## src/rtl/snake_move_ctrl.sv

```systemverilog
// Snake move scheduler: one move request per game tick, request held until move_ack.
// Request registers on the cycle after the terminal count; ate_food shortens the tick period.
module snake_move_ctrl #(
  parameter int unsigned TICK_DIV_INIT = 5000000,
  parameter int unsigned TICK_DIV_MIN  = 1000000,
  parameter int unsigned TICK_DIV_STEP = 250000,
  parameter int unsigned CNT_W         = 24
) (
  input  logic       i_clk,
  input  logic       i_reset,
  input  logic       i_init_snake,
  input  logic       i_screen_pause,
  input  logic       i_screen_black,
  input  logic [7:0] i_key_code,
  input  logic       i_ate_food,
  input  logic       i_move_ack,
  output logic       o_move_req,
  output logic [1:0] o_move_dir,
  output logic       o_grow,
  output logic [3:0] o_speed_level
);

  localparam logic [1:0] S_IDLE  = 2'd0;
  localparam logic [1:0] S_COUNT = 2'd1;
  localparam logic [1:0] S_REQ   = 2'd2;

  localparam logic [CNT_W-1:0] P_INIT = CNT_W'(TICK_DIV_INIT);
  localparam logic [CNT_W-1:0] P_MIN  = CNT_W'(TICK_DIV_MIN);
  localparam logic [CNT_W-1:0] P_STEP = CNT_W'(TICK_DIV_STEP);
  localparam logic [CNT_W-1:0] P_ONE  = CNT_W'(1);

  localparam logic [1:0] DIR_UP    = 2'd0;
  localparam logic [1:0] DIR_RIGHT = 2'd1;
  localparam logic [1:0] DIR_DOWN  = 2'd2;
  localparam logic [1:0] DIR_LEFT  = 2'd3;

  logic [1:0]       r_state;
  logic [CNT_W-1:0] r_cnt;
  logic [CNT_W-1:0] r_period;
  logic [1:0]       r_cur_dir;
  logic [1:0]       r_pend_dir;
  logic             r_grow_pend;
  logic [3:0]       r_speed_level;
  logic             r_move_req;
  logic [1:0]       r_move_dir;
  logic             r_grow;

  logic             w_key_vld;
  logic [1:0]       w_key_dir;
  logic             w_key_ok;
  logic             w_term;
  logic [CNT_W-1:0] w_period_dec;

  always_comb begin
    w_key_vld = 1'b1;
    w_key_dir = DIR_RIGHT;
    case (i_key_code)
      8'h75:   w_key_dir = DIR_UP;
      8'h74:   w_key_dir = DIR_RIGHT;
      8'h72:   w_key_dir = DIR_DOWN;
      8'h6B:   w_key_dir = DIR_LEFT;
      default: w_key_vld = 1'b0;
    endcase
  end

  // Opposite directions differ by exactly 2 in this encoding.
  assign w_key_ok     = w_key_vld && ((w_key_dir ^ r_cur_dir) != 2'd2);
  // >= so a period shrunk below the running count fires on the next cycle.
  assign w_term       = (r_cnt >= (r_period - P_ONE));
  assign w_period_dec = ((r_period - P_MIN) >= P_STEP) ? (r_period - P_STEP) : P_MIN;

  always_ff @(posedge i_clk) begin
    if (i_reset || i_init_snake) begin
      r_state       <= i_reset ? S_IDLE : S_COUNT;
      r_cnt         <= '0;
      r_period      <= P_INIT;
      r_cur_dir     <= DIR_RIGHT;
      r_pend_dir    <= DIR_RIGHT;
      r_grow_pend   <= 1'b0;
      r_speed_level <= 4'd0;
      r_move_req    <= 1'b0;
      r_move_dir    <= DIR_RIGHT;
      r_grow        <= 1'b0;
    end else if (i_screen_black) begin
      r_state    <= S_IDLE;
      r_cnt      <= '0;
      r_move_req <= 1'b0;
      r_grow     <= 1'b0;
    end else begin
      if (w_key_ok && !i_screen_pause) begin
        r_pend_dir <= w_key_dir;
      end
      case (r_state)
        S_IDLE: ;
        S_COUNT: begin
          if (!i_screen_pause) begin
            if (w_term) begin
              r_cnt      <= '0;
              r_state    <= S_REQ;
              r_move_req <= 1'b1;
              r_move_dir <= r_pend_dir;
              r_cur_dir  <= r_pend_dir;
              r_grow     <= r_grow_pend;
            end else begin
              r_cnt <= r_cnt + P_ONE;
            end
          end
        end
        S_REQ: begin
          if (i_move_ack) begin
            r_move_req  <= 1'b0;
            r_grow      <= 1'b0;
            r_grow_pend <= 1'b0;
            r_cnt       <= '0;
            r_state     <= S_COUNT;
          end
        end
        default: r_state <= S_IDLE;
      endcase
      // Placed after the ack handling so food eaten in the ack cycle still grows the next move.
      if (i_ate_food && (r_state != S_IDLE)) begin
        r_grow_pend <= 1'b1;
        r_period    <= w_period_dec;
        if (r_speed_level != 4'hF) begin
          r_speed_level <= r_speed_level + 4'd1;
        end
      end
    end
  end

  assign o_move_req    = r_move_req;
  assign o_move_dir    = r_move_dir;
  assign o_grow        = r_grow;
  assign o_speed_level = r_speed_level;

endmodule

```

## config.mk

```make
export PLATFORM = sky130hd
export DESIGN_NAME = snake_move_ctrl
export DESIGN_NICKNAME = d
export VERILOG_FILES = /design/src/rtl/snake_move_ctrl.sv
export SDC_FILE = /design/constraint.sdc
export NUM_CORES = 1
export LEC_CHECK = 0
export CAP_MARGIN = 20
export CORE_ASPECT_RATIO = 0.75
export CORE_MARGIN = 2
export CORE_UTILIZATION = 60
export CTS_CLUSTER_DIAMETER = 150
export CTS_CLUSTER_SIZE = 20
export DETAILED_ROUTE_END_ITERATION = 8
export DONT_BUFFER_PORTS = 1
export GPL_TIMING_DRIVEN = 1
export PLACE_DENSITY_LB_ADDON = 0.15
export SETUP_SLACK_MARGIN = 0.5
export SYNTH_ARGS = -nofsm -noshare
export SYNTH_HDL_FRONTEND = slang
export SYNTH_SLANG_ARGS = --single-unit
```

## constraint.sdc

```tcl
create_clock -name i_clk -period 12.3 [get_ports i_clk]
set_clock_uncertainty 0.15 [all_clocks]
set_input_delay 2.46 -clock i_clk [delete_from_list [all_inputs] [get_ports i_clk]]
set_output_delay 2.46 -clock i_clk [all_outputs]
set_load 0.03 [all_outputs]
```

### Yosys cells after proc, flatten, opt, wreduce, memory -nomap -nowiden

Cells that the tools add are included.

* bits in registers: 61
* input bits: 15
* output and inout bits: 8

* add/subtract/negate cells: 5
* $lt $le $gt $ge: 2
* equality and inequality tests: 15
* muxes and demuxes: 23
* bitwise gates (word level): 3
* reductions and logical operators: 20

Operators with widths (number)
* 24-bit 2-to-1 mux: 4
* 24-bit one-hot mux with 2 select lines: 1
* 8-bit by 7-bit equality test with 1-bit output (second input constant): 4
* 24-bit by 1-bit adder with 24-bit output (second input constant): 1
* 24-bit by 18-bit >= comparator with 1-bit output (second input constant): 1
* 24-bit >= comparator: 1
* 24-bit by 1-bit subtractor with 24-bit output (second input constant): 1
* 24-bit by 18-bit subtractor with 24-bit output (second input constant): 1
* 24-bit by 20-bit subtractor with 24-bit output (second input constant): 1
* 4-bit inequality test (second input constant): 4
* 2-bit one-hot mux with 3 select lines: 2
* 4-bit AND reduction: 3
* 2-bit 2-to-1 mux: 5
* 1-bit 2-to-1 mux: 9
* 3-bit AND reduction: 3
* 2-bit inequality test (second input constant): 4
* 2-bit nonzero test: 4
* 4-bit by 1-bit adder with 4-bit output (second input constant): 1
* 1-bit one-hot mux with 2 select lines: 2
* 2-bit AND reduction: 2
* 4-bit OR reduction: 1
* 1-bit logical AND: 3
* 3-bit inequality test (second input constant): 1
* 2-bit by 1-bit equality test with 1-bit output (second input constant): 1
* 7 further kinds: 8

### Depth between registers and ports, before layout

Gate-level depths: netlist of the first run.

* depth after elaboration: 7
* gate-level depth with buffers: 17
* mapped depth without buffers: 15

### Worst setup path after synthesis of the first run

No wires, ideal clock.

* path kind: reg-to-reg
* start point: register r_period[4]
* end point: register r_state[0], enable pin
* library setup time: 0.367 ns
* data arrival time: 3.682 ns
* data required time: 11.783 ns
* setup slack: 8.100 ns
* stages on the path, launching flop included: 16
* buffers on the path: 2
* cells stage by stage: dfxtp_1 -> inv_1 -> ha_1 -> nor3b_1 -> and2_1 -> nand2_1 -> or3_1 -> nor3_1 -> xnor2_1 -> ha_1 -> nand4_1 -> or4_1 -> o211a_1 -> buf_2 -> buf_2 -> o311ai_0

* cells in the longest elaborated chain, start to end: 4

RTL lines
* from (decl): RTL line 39 `logic [CNT_W-1:0] r_period;`
* from (signal assigned): RTL line 123 `r_period <= w_period_dec;`
* 24-bit by 1-bit subtractor with 24-bit output: RTL line 69 `assign w_term = (r_cnt >= (r_period - P_ONE));`
* 24-bit >= comparator: RTL line 69
* 4-bit inequality test (no line)
* 4-bit AND reduction (no line)
* to (signal assigned): RTL line 74 `r_state <= i_reset ? S_IDLE : S_COUNT;`
* to (decl): RTL line 37 `logic [1:0] r_state;`

Every way passes these cells.
A chain may end at the register's enable or synchronous reset.

### Final worst setup path of the first run

Ends and elaborated chain as after synthesis.

==> results of run 1 <==
==> power groups by stage <==
stage          combinational [uW]  sequential (uW)  clock, uW
2_1_floorplan                16.8              192          0
3_3_place_gp                 17.9              194          0
3_5_place_dp                 18.3              194          0
4_1_cts                      18.4              190        194
5_1_grt                      21.1              190        204
6_report                     18.7              190        193
==> cell type report <==
cell class | count | area share
clock buffer | 10 | 0.0310
clock inverter | 6 | 0.0201
inverter | 16 | 0.0146
multi-input combinational | 384 | 0.624
sequential | 57 | 0.282
tap | 81 | 0.0246
timing repair buffer | 2 | 0.00365
==> kinds of logic after synthesis <==
group           after synthesis
xor+xnor                     35
buf+inv                      45
fa+ha+maj                    26
simple gates                219
compound gates              100
mux                           4
flops                        57
==> worst min-delay path, delay by kind of cell, from the launching register on <==
family / cells / cell delay [ns]
flops: 1 / 0.31
mux: 1 / 0.06
simple gates: 1 / 0.05
==> cells in the final DEF (no fill, tap or decap), drive strengths merged, types with 7 or more instances in the layout <==
cell type  synthesis  routed
xnor2             19      19
dfxtp             55      55
o31ai              9       9
nand2             55      55
nand3b             7       7
o311ai             9       9
xor2              16      16
nand2b             7       7
inv               16      16
and2               7       7
nand4             21      21
clkbuf            17      10
nor3              13      13
ha                26      26
o21ai             12      12
a31oi             17      17
a21oi             14      14
nand3             26      26
nor2              47      47
or3                7       7
==> metrics by stage <==
stage	setup WS (ns)	util	cells	hold WS, ns	cell area [um^2]
CTS	7.62	0.650	555	0.317	4110
detailed placement	7.27	0.617	539	0.312	3900
global route	7.19	0.651	556	0.369	4110
finish	7.62	0.651	556	0.309	4110
floorplan	8.10	-	486	0.285	3920
global placement	7.35	0.617	539	0.296	3900
==> worst min path at each step <==
stage | start | slack (ns) | depth (start not counted) | end
floorplan | r_grow_pend | 0.28 | 2 | o_grow
global placement | r_grow_pend | 0.30 | 2 | o_grow
detailed placement | r_grow_pend | 0.31 | 2 | o_grow
CTS | r_grow_pend | 0.32 | 2 | o_grow
global route | r_cnt[20] | 0.37 | 1 | r_cnt[20]
finish | r_grow_pend | 0.31 | 2 | o_grow
==> routing by layer <==
layer | track usage | wire, um
met4 | 0.0787 | 106
met2 | 0.401 | 3930
met1 | 0.354 | 4290
met3 | 0.0583 | 438
met5 | 0 | 0
==> flip-flops by register name, indices dropped and copies added (netlist names) <==
name,cells
o_move_req,1
r_state,2
o_speed_level,4
r_pend_dir,2
r_grow_pend,1
o_move_dir,2
o_grow,1
r_cnt,24
r_period,20
==> results.json, run 1 <==
{
  "run_status": "completed",
  "crit_path_frequent_cell": "ha_1",
  "overflow": 0,
  "vias_per_cell": 6.27,
  "timing_hold_violations_final": 0,
  "synth_xor_xnor_area_share": 0.0783,
  "cpPeakStageDelay_ns": 0.55,
  "synth_area_per_cell_um2": 8.06,
  "setup_repair_after_global_routing_missed_its_margin": "no",
  "cts_root_buffer": "clkbuf_8",
  "setup_viol_count_final": 0,
  "muxShareOfSynthArea": 0.0102,
  "drt_iter0_drc": 216,
  "dieWidth_um": 97.3,
  "clk_pin_slew_worst_paths_ns": 0.08,
  "slew-limit-headroom": 0.307,
  "yosys_register_bits": 57,
  "multiInputGateArea_mm2": 0.00257,
  "flow.area_growth_from_synthesis_pct": 5.08,
  "n_fill_cell": 549,
  "worst_pin_slew_ns": 1.04,
  "drt_wl_total_um": 8770,
  "final-seq-area_mm2": 0.00116,
  "dominant_combinational_cell_family_by_area_after_synthesis": "simple AND/OR/NAND/NOR gates",
  "track_usage": 0.254,
  "critical_path_arrival_ns": 4.52,
  "num_antenna_cells": 0,
  "number_of_buffers_between_clock_root_and_the_deepest_sink": 2,
  "setup.worst_path.end_class": "flop",
  "worst-path-buf-inv": 2,
  "cellLeakagePower_uw": 0.00139,
  "core.rowCount": 25,
  "switching_power_uw": 95.6,
  "pwr-share-seq": 0.472,
  "synth_fp_nets": 527,
  "detailedRoute.firstPassIterationCount": 4,
  "post_synth_instance_area_mm2": 0.00392,
  "critical_path.startpoint": "r_period[4]",
  "worst-r2r-setup-slack_ns": 7.62,
  "initial_core_util": 0.620,
  "postCtsSetupRepairBufs": 0,
  "fp.dieArea_mm2": 0.00719,
  "wire_length_of_the_first_global_routing_pass_um": 14800,
  "ff2ff_path_depth": 14,
  "hold_path_class": "reg2reg",
  "holdBufCountCts": 0,
  "layout_min_cycle_time_ns": 4.68,
  "count_of_distinct_cell_types_in_the_synthesized_netlist": 65,
  "drt-wirelength-per-cell_um": 15.8,
  "io_pins": 23,
  "synth_compound_gate_area_share": 0.195,
  "synth_async_sr_flop_share": 0,
  "yosys_warnings": 0,
  "kind_of_critical_path": "reg2reg",
  "postSynth.topFlopCell": "dfxtp_1",
  "synth_top_cells_by_area": "dfxtp_1, ha_1, nand2_1",
  "tritoncts": "built",
  "drive_above_1_share": 0.0674,
  "worst_r2r_startpoint": "r_period[4]",
  "total_count_of_max_transition_violations_in_the_final_report": 0,
  "edff_count_synth": 2,
  "post_synth_inst_count": 486,
  "route.antenna.remaining_nets": 0,
  "first_global_vias": 3155,
  "worst_setup_path_start_kind": "flop",
  "internal_power_uw": 306,
  "routed-via-count": 3484,
  "crit_slowest_cell": "or4_1",
  "cap_viol_max_count": 0,
  "hpwl_um": 6250,
  "irDropWorstVdd_v": 0.0000628,
  "cts-htree-levels": 3,
  "switching_share": 0.238,
  "globalplace.congestion": 0.804,
  "grt_start_max_net_pins": 35,
  "reg2reg_end": "r_state[0]",
  "io_buffers": 0,
  "required_ns": 12.14,
  "synth_fa_ha_area_frac": 0.0831,
  "setup.worst_path.end": "r_state[0]",
  "path_delay_family": "simple AND/OR/NAND/NOR gates",
  "cts.sinks": 57,
  "setup-tns-final_ns": 0,
  "relative_contribution_of_combinational_cells_to_total_power": 0.047,
  "remaining_drc_errors": 0,
  "cts_inserted_buffers": 9,
  "chipHeight_um": 74.0,
  "power.total_uw": 402,
  "timing.critical_path.cells": "inv_1 -> ha_1 -> nor3b_1 -> and2_1 -> nand2_1 -> or3_1 -> nor3_1 -> xnor2_1 -> ha_1 -> nand4_1 -> or4_1 -> o211a_1 -> buf_4 -> o311ai_0",
  "seq_area_frac_synth": 0.297,
  "ctsResizeCount": 0,
  "clock.fmax_mhz": 213,
  "post-synth-top-area-fraction": 0.281,
  "clock_power_share": 0.481,
  "final.period_utilization": 0.381,
  "timing.critical_path.fanout_max": 34,
  "num-nets-final": 511,
  "clock_latency_of_the_later_clocked_register_in_the_worst_skew_pair_ns": 0.35,
  "worstSetupPathDepth": 14,
  "core_area_mm2": 0.00632,
  "yosys.area_share.simple": 0.289,
  "grt_antenna_before_repair": 0,
  "power.density_cell_area_mw_per_mm2": 97.7,
  "ys_top_cells_by_count": "dfxtp_1, nand2_1, nor2_1, ha_1, nand3_1",
  "yosysTopAreaCell": "dfxtp_1"
}
Power figures use the tool's default switching activity.
==> run 2: changes to the inputs <==
--- a/config.mk
+++ b/config.mk
@@ -8,7 +8,7 @@
 export CAP_MARGIN = 20
 export CORE_ASPECT_RATIO = 0.75
 export CORE_MARGIN = 2
-export CORE_UTILIZATION = 60
+export CORE_UTILIZATION = 58
 export CTS_CLUSTER_DIAMETER = 150
 export CTS_CLUSTER_SIZE = 20
 export DETAILED_ROUTE_END_ITERATION = 8
==> constraint.sdc (replaced) <==
create_clock -name i_clk -period 4 [get_ports i_clk]
set_clock_uncertainty 0.15 [all_clocks]
set_input_delay 0.8 -clock i_clk [delete_from_list [all_inputs] [get_ports i_clk]]
set_output_delay 0.8 -clock i_clk [all_outputs]
set_load 0.03 [all_outputs]
==> run 2 against run 1 <==
  * Via count up 12%
  * Non-clock buffer count up 38
  * First-iteration DRC count up 94%
  * Power rose to 3.4 times the previous value
  * Die area up 3.3%
  * Clock-buffer cell count unchanged
  * Sequential share of layout area down 3.1 points
  * Hold slack better by 0.012 ns
  * Critical endpoint is now o_move_dir[0]
==> results.json, run 2 (same netlist as run 1, synthesis figures left out) <==
{
  "route.antenna.remaining_nets": 0,
  "overflow": 0,
  "placed_area_mm2": 0.00407,
  "setup_viol_count_final": 0,
  "timing.critical_path.fanout_max": 7,
  "path_delay_family": "simple AND/OR/NAND/NOR gates",
  "clock.fmax_mhz": 280,
  "flow.area_growth_from_synthesis_pct": 19.6,
  "layout_common_cells": "nand2_1, dfxtp_1, nor2_1",
  "cts.sinks": 57,
  "cpPeakStageDelay_ns": 0.57,
  "cap_viol_max_count": 0,
  "tritoncts": "built",
  "irDropWorstVdd_v": 0.000240,
  "holdBufCountCts": 0,
  "crit_slowest_cell": "or4_4",
  "cts_root_buffer": "clkbuf_8",
  "cts-htree-levels": 3,
  "run_status": "completed",
  "core_area_mm2": 0.00641,
  "regMostFlops": "r_cnt",
  "dieWidth_um": 98.9,
  "drt_wl_total_um": 10900,
  "wire_length_of_the_first_global_routing_pass_um": 17100,
  "cts_inserted_buffers": 9,
  "layout.cells.most_common": "nand2_1",
  "io_pins": 23,
  "core.rowCount": 25,
  "chipHeight_um": 75.2,
  "number_of_flip_flops_in_the_largest_register": 24,
  "final-seq-area_mm2": 0.00117,
  "clk_pin_slew_worst_paths_ns": 0.07,
  "first_global_vias": 3597,
  "cellLeakagePower_uw": 0.00167,
  "detailedRoute.firstPassIterationCount": 6,
  "fp.dieArea_mm2": 0.00743,
  "num_antenna_cells": 0,
  "globalplace.congestion": 0.868,
  "power.density_cell_area_mw_per_mm2": 289,
  "remaining_drc_errors": 0,
  "final.period_utilization": 0.892,
  "slew-limit-headroom": 0.448,
  "worstSetupPathDepth": 13,
  "critical_path_arrival_ns": 3.64,
  "n_fill_cell": 457,
  "worst-path-buf-inv": 1,
  "power.total_uw": 1350,
  "hold_path_class": "reg2reg",
  "drt-wirelength-per-cell_um": 18.3,
  "kind_of_critical_path": "reg2reg",
  "setup.worst_path.end_class": "flop",
  "number_of_buffers_between_clock_root_and_the_deepest_sink": 2,
  "hpwl_um": 6860,
  "setup_repair_after_global_routing_missed_its_margin": "yes",
  "worst_pin_slew_ns": 0.827,
  "required_ns": 4.08,
  "drt_iter0_drc": 420,
  "timing.critical_path.cells": "nor2_1 -> nand3_2 -> nor3b_2 -> nor2b_4 -> nor2b_2 -> xnor2_1 -> ha_1 -> nand4_1 -> or4_4 -> o211a_4 -> buf_6 -> o31ai_4 -> nand3_1",
  "total_count_of_max_transition_violations_in_the_final_report": 0,
  "grt_antenna_before_repair": 0,
  "initial_core_util": 0.611,
  "clock_latency_of_the_later_clocked_register_in_the_worst_skew_pair_ns": 0.35,
  "layout_min_cycle_time_ns": 3.57,
  "fin_worst_hold_slack_ns": 0.321,
  "vias_per_cell": 6.57,
  "worst_setup_path_start_kind": "flop",
  "final_area_mm2": 0.00468,
  "track_usage": 0.293,
  "setup-tns-final_ns": 0,
  "multiInputGateArea_mm2": 0.00277,
  "routed-via-count": 3908,
  "hold-path-cell-count": 2,
  "io_buffers": 0,
  "grt_start_max_net_pins": 22,
  "timing_hold_violations_final": 0,
  "ff2ff_path_depth": 13,
  "num-nets-final": 550,
  "drive_above_1_share": 0.212
}
[run 2: cell count changes in the layout (fill, tap and decap cells not counted), moves of 3 or more]
| cell | before | now |
|---|---|---|
| buf_4 | 2 | 36 |
| dfxtp_1 | 55 | 48 |
| dfxtp_2 | 0 | 5 |
| buf_6 | 0 | 3 |
| nor3_1 | 12 | 9 |
| o311ai_0 | 3 | 0 |
[run 2: cell type report]
class | instances | share of cell area
clock inverters | 6 | 0.0246
inverters | 16 | 0.0139
clock buffers | 10 | 0.0294
multi-input cells | 385 | 0.592
repair buffers | 40 | 0.0681
well taps | 81 | 0.0216
flip-flops and latches | 57 | 0.251
[run 2: worst register-to-register path, cell delays in order, from the launching register on]
cell and delay, ns:
dfxtp_4 0.37, nor2_1 0.24, nand3_2 0.15, nor3b_2 0.24, nor2b_4 0.21, nor2b_2 0.17, xnor2_1 0.08, ha_1 0.33
nand4_1 0.15, or4_4 0.57, o211a_4 0.30, buf_6 0.14, o31ai_4 0.24, nand3_1 0.11
[run 2: through the flow]
step | util | std cells | worst slack [ns]
floorplan | - | 486 | 0.385
global placement | 0.635 | 552 | 0.237
detailed placement | 0.635 | 552 | 0.132
CTS | 0.710 | 590 | 0.494
global route | 0.730 | 595 | 0.320
finish | 0.730 | 595 | 0.433
[run 2: timing repair]
action | in CTS | in global routing
gates resized for setup | 21 | 20
gates cloned | 2 | 0
setup buffers | 20 | 5
pin swaps | 9 | 9
setup endpoints to repair | 30 | 30
[run 2: worst paths after layout]
path / endpoint / startpoint / slack (ns)
worst max register to register: o_move_dir[0] / r_period[4] / 0.43
worst min register to register: o_grow / r_grow_pend / 0.32
worst max-delay path: o_move_dir[0] / r_period[4] / 0.43
worst min-delay path: o_grow / r_grow_pend / 0.32
[run 2: power breakdown]
group / leakage, uW / internal, uW / total [uW] / switching, uW
Combinational: 0.00108 / 27.6 / 75.6 / 48.0
Sequential: 0.000467 / 574 / 581 / 7.01
Clock: 0.000123 / 433 / 695 / 262
Total: 0.00167 / 1030 / 1350 / 317
[run 2: metal layers]
metal	wire, um	up-vias	global-route usage
met4	250	0	0.0944
li1	-	1828	-
met2	4980	200	0.469
met1	4590	1845	0.394
met5	0	-	0
met3	1070	35	0.0752
==> run 3: changes to the inputs <==
--- a/config.mk
+++ b/config.mk
@@ -10,7 +10,7 @@
 export CORE_MARGIN = 2
 export CORE_UTILIZATION = 58
 export CTS_CLUSTER_DIAMETER = 150
-export CTS_CLUSTER_SIZE = 20
+export CTS_CLUSTER_SIZE = 28
 export DETAILED_ROUTE_END_ITERATION = 8
 export DONT_BUFFER_PORTS = 1
 export GPL_TIMING_DRIVEN = 1
==> results of run 3 <==
Same layout as run 2: the final DEF is identical, and so are final timing and power.
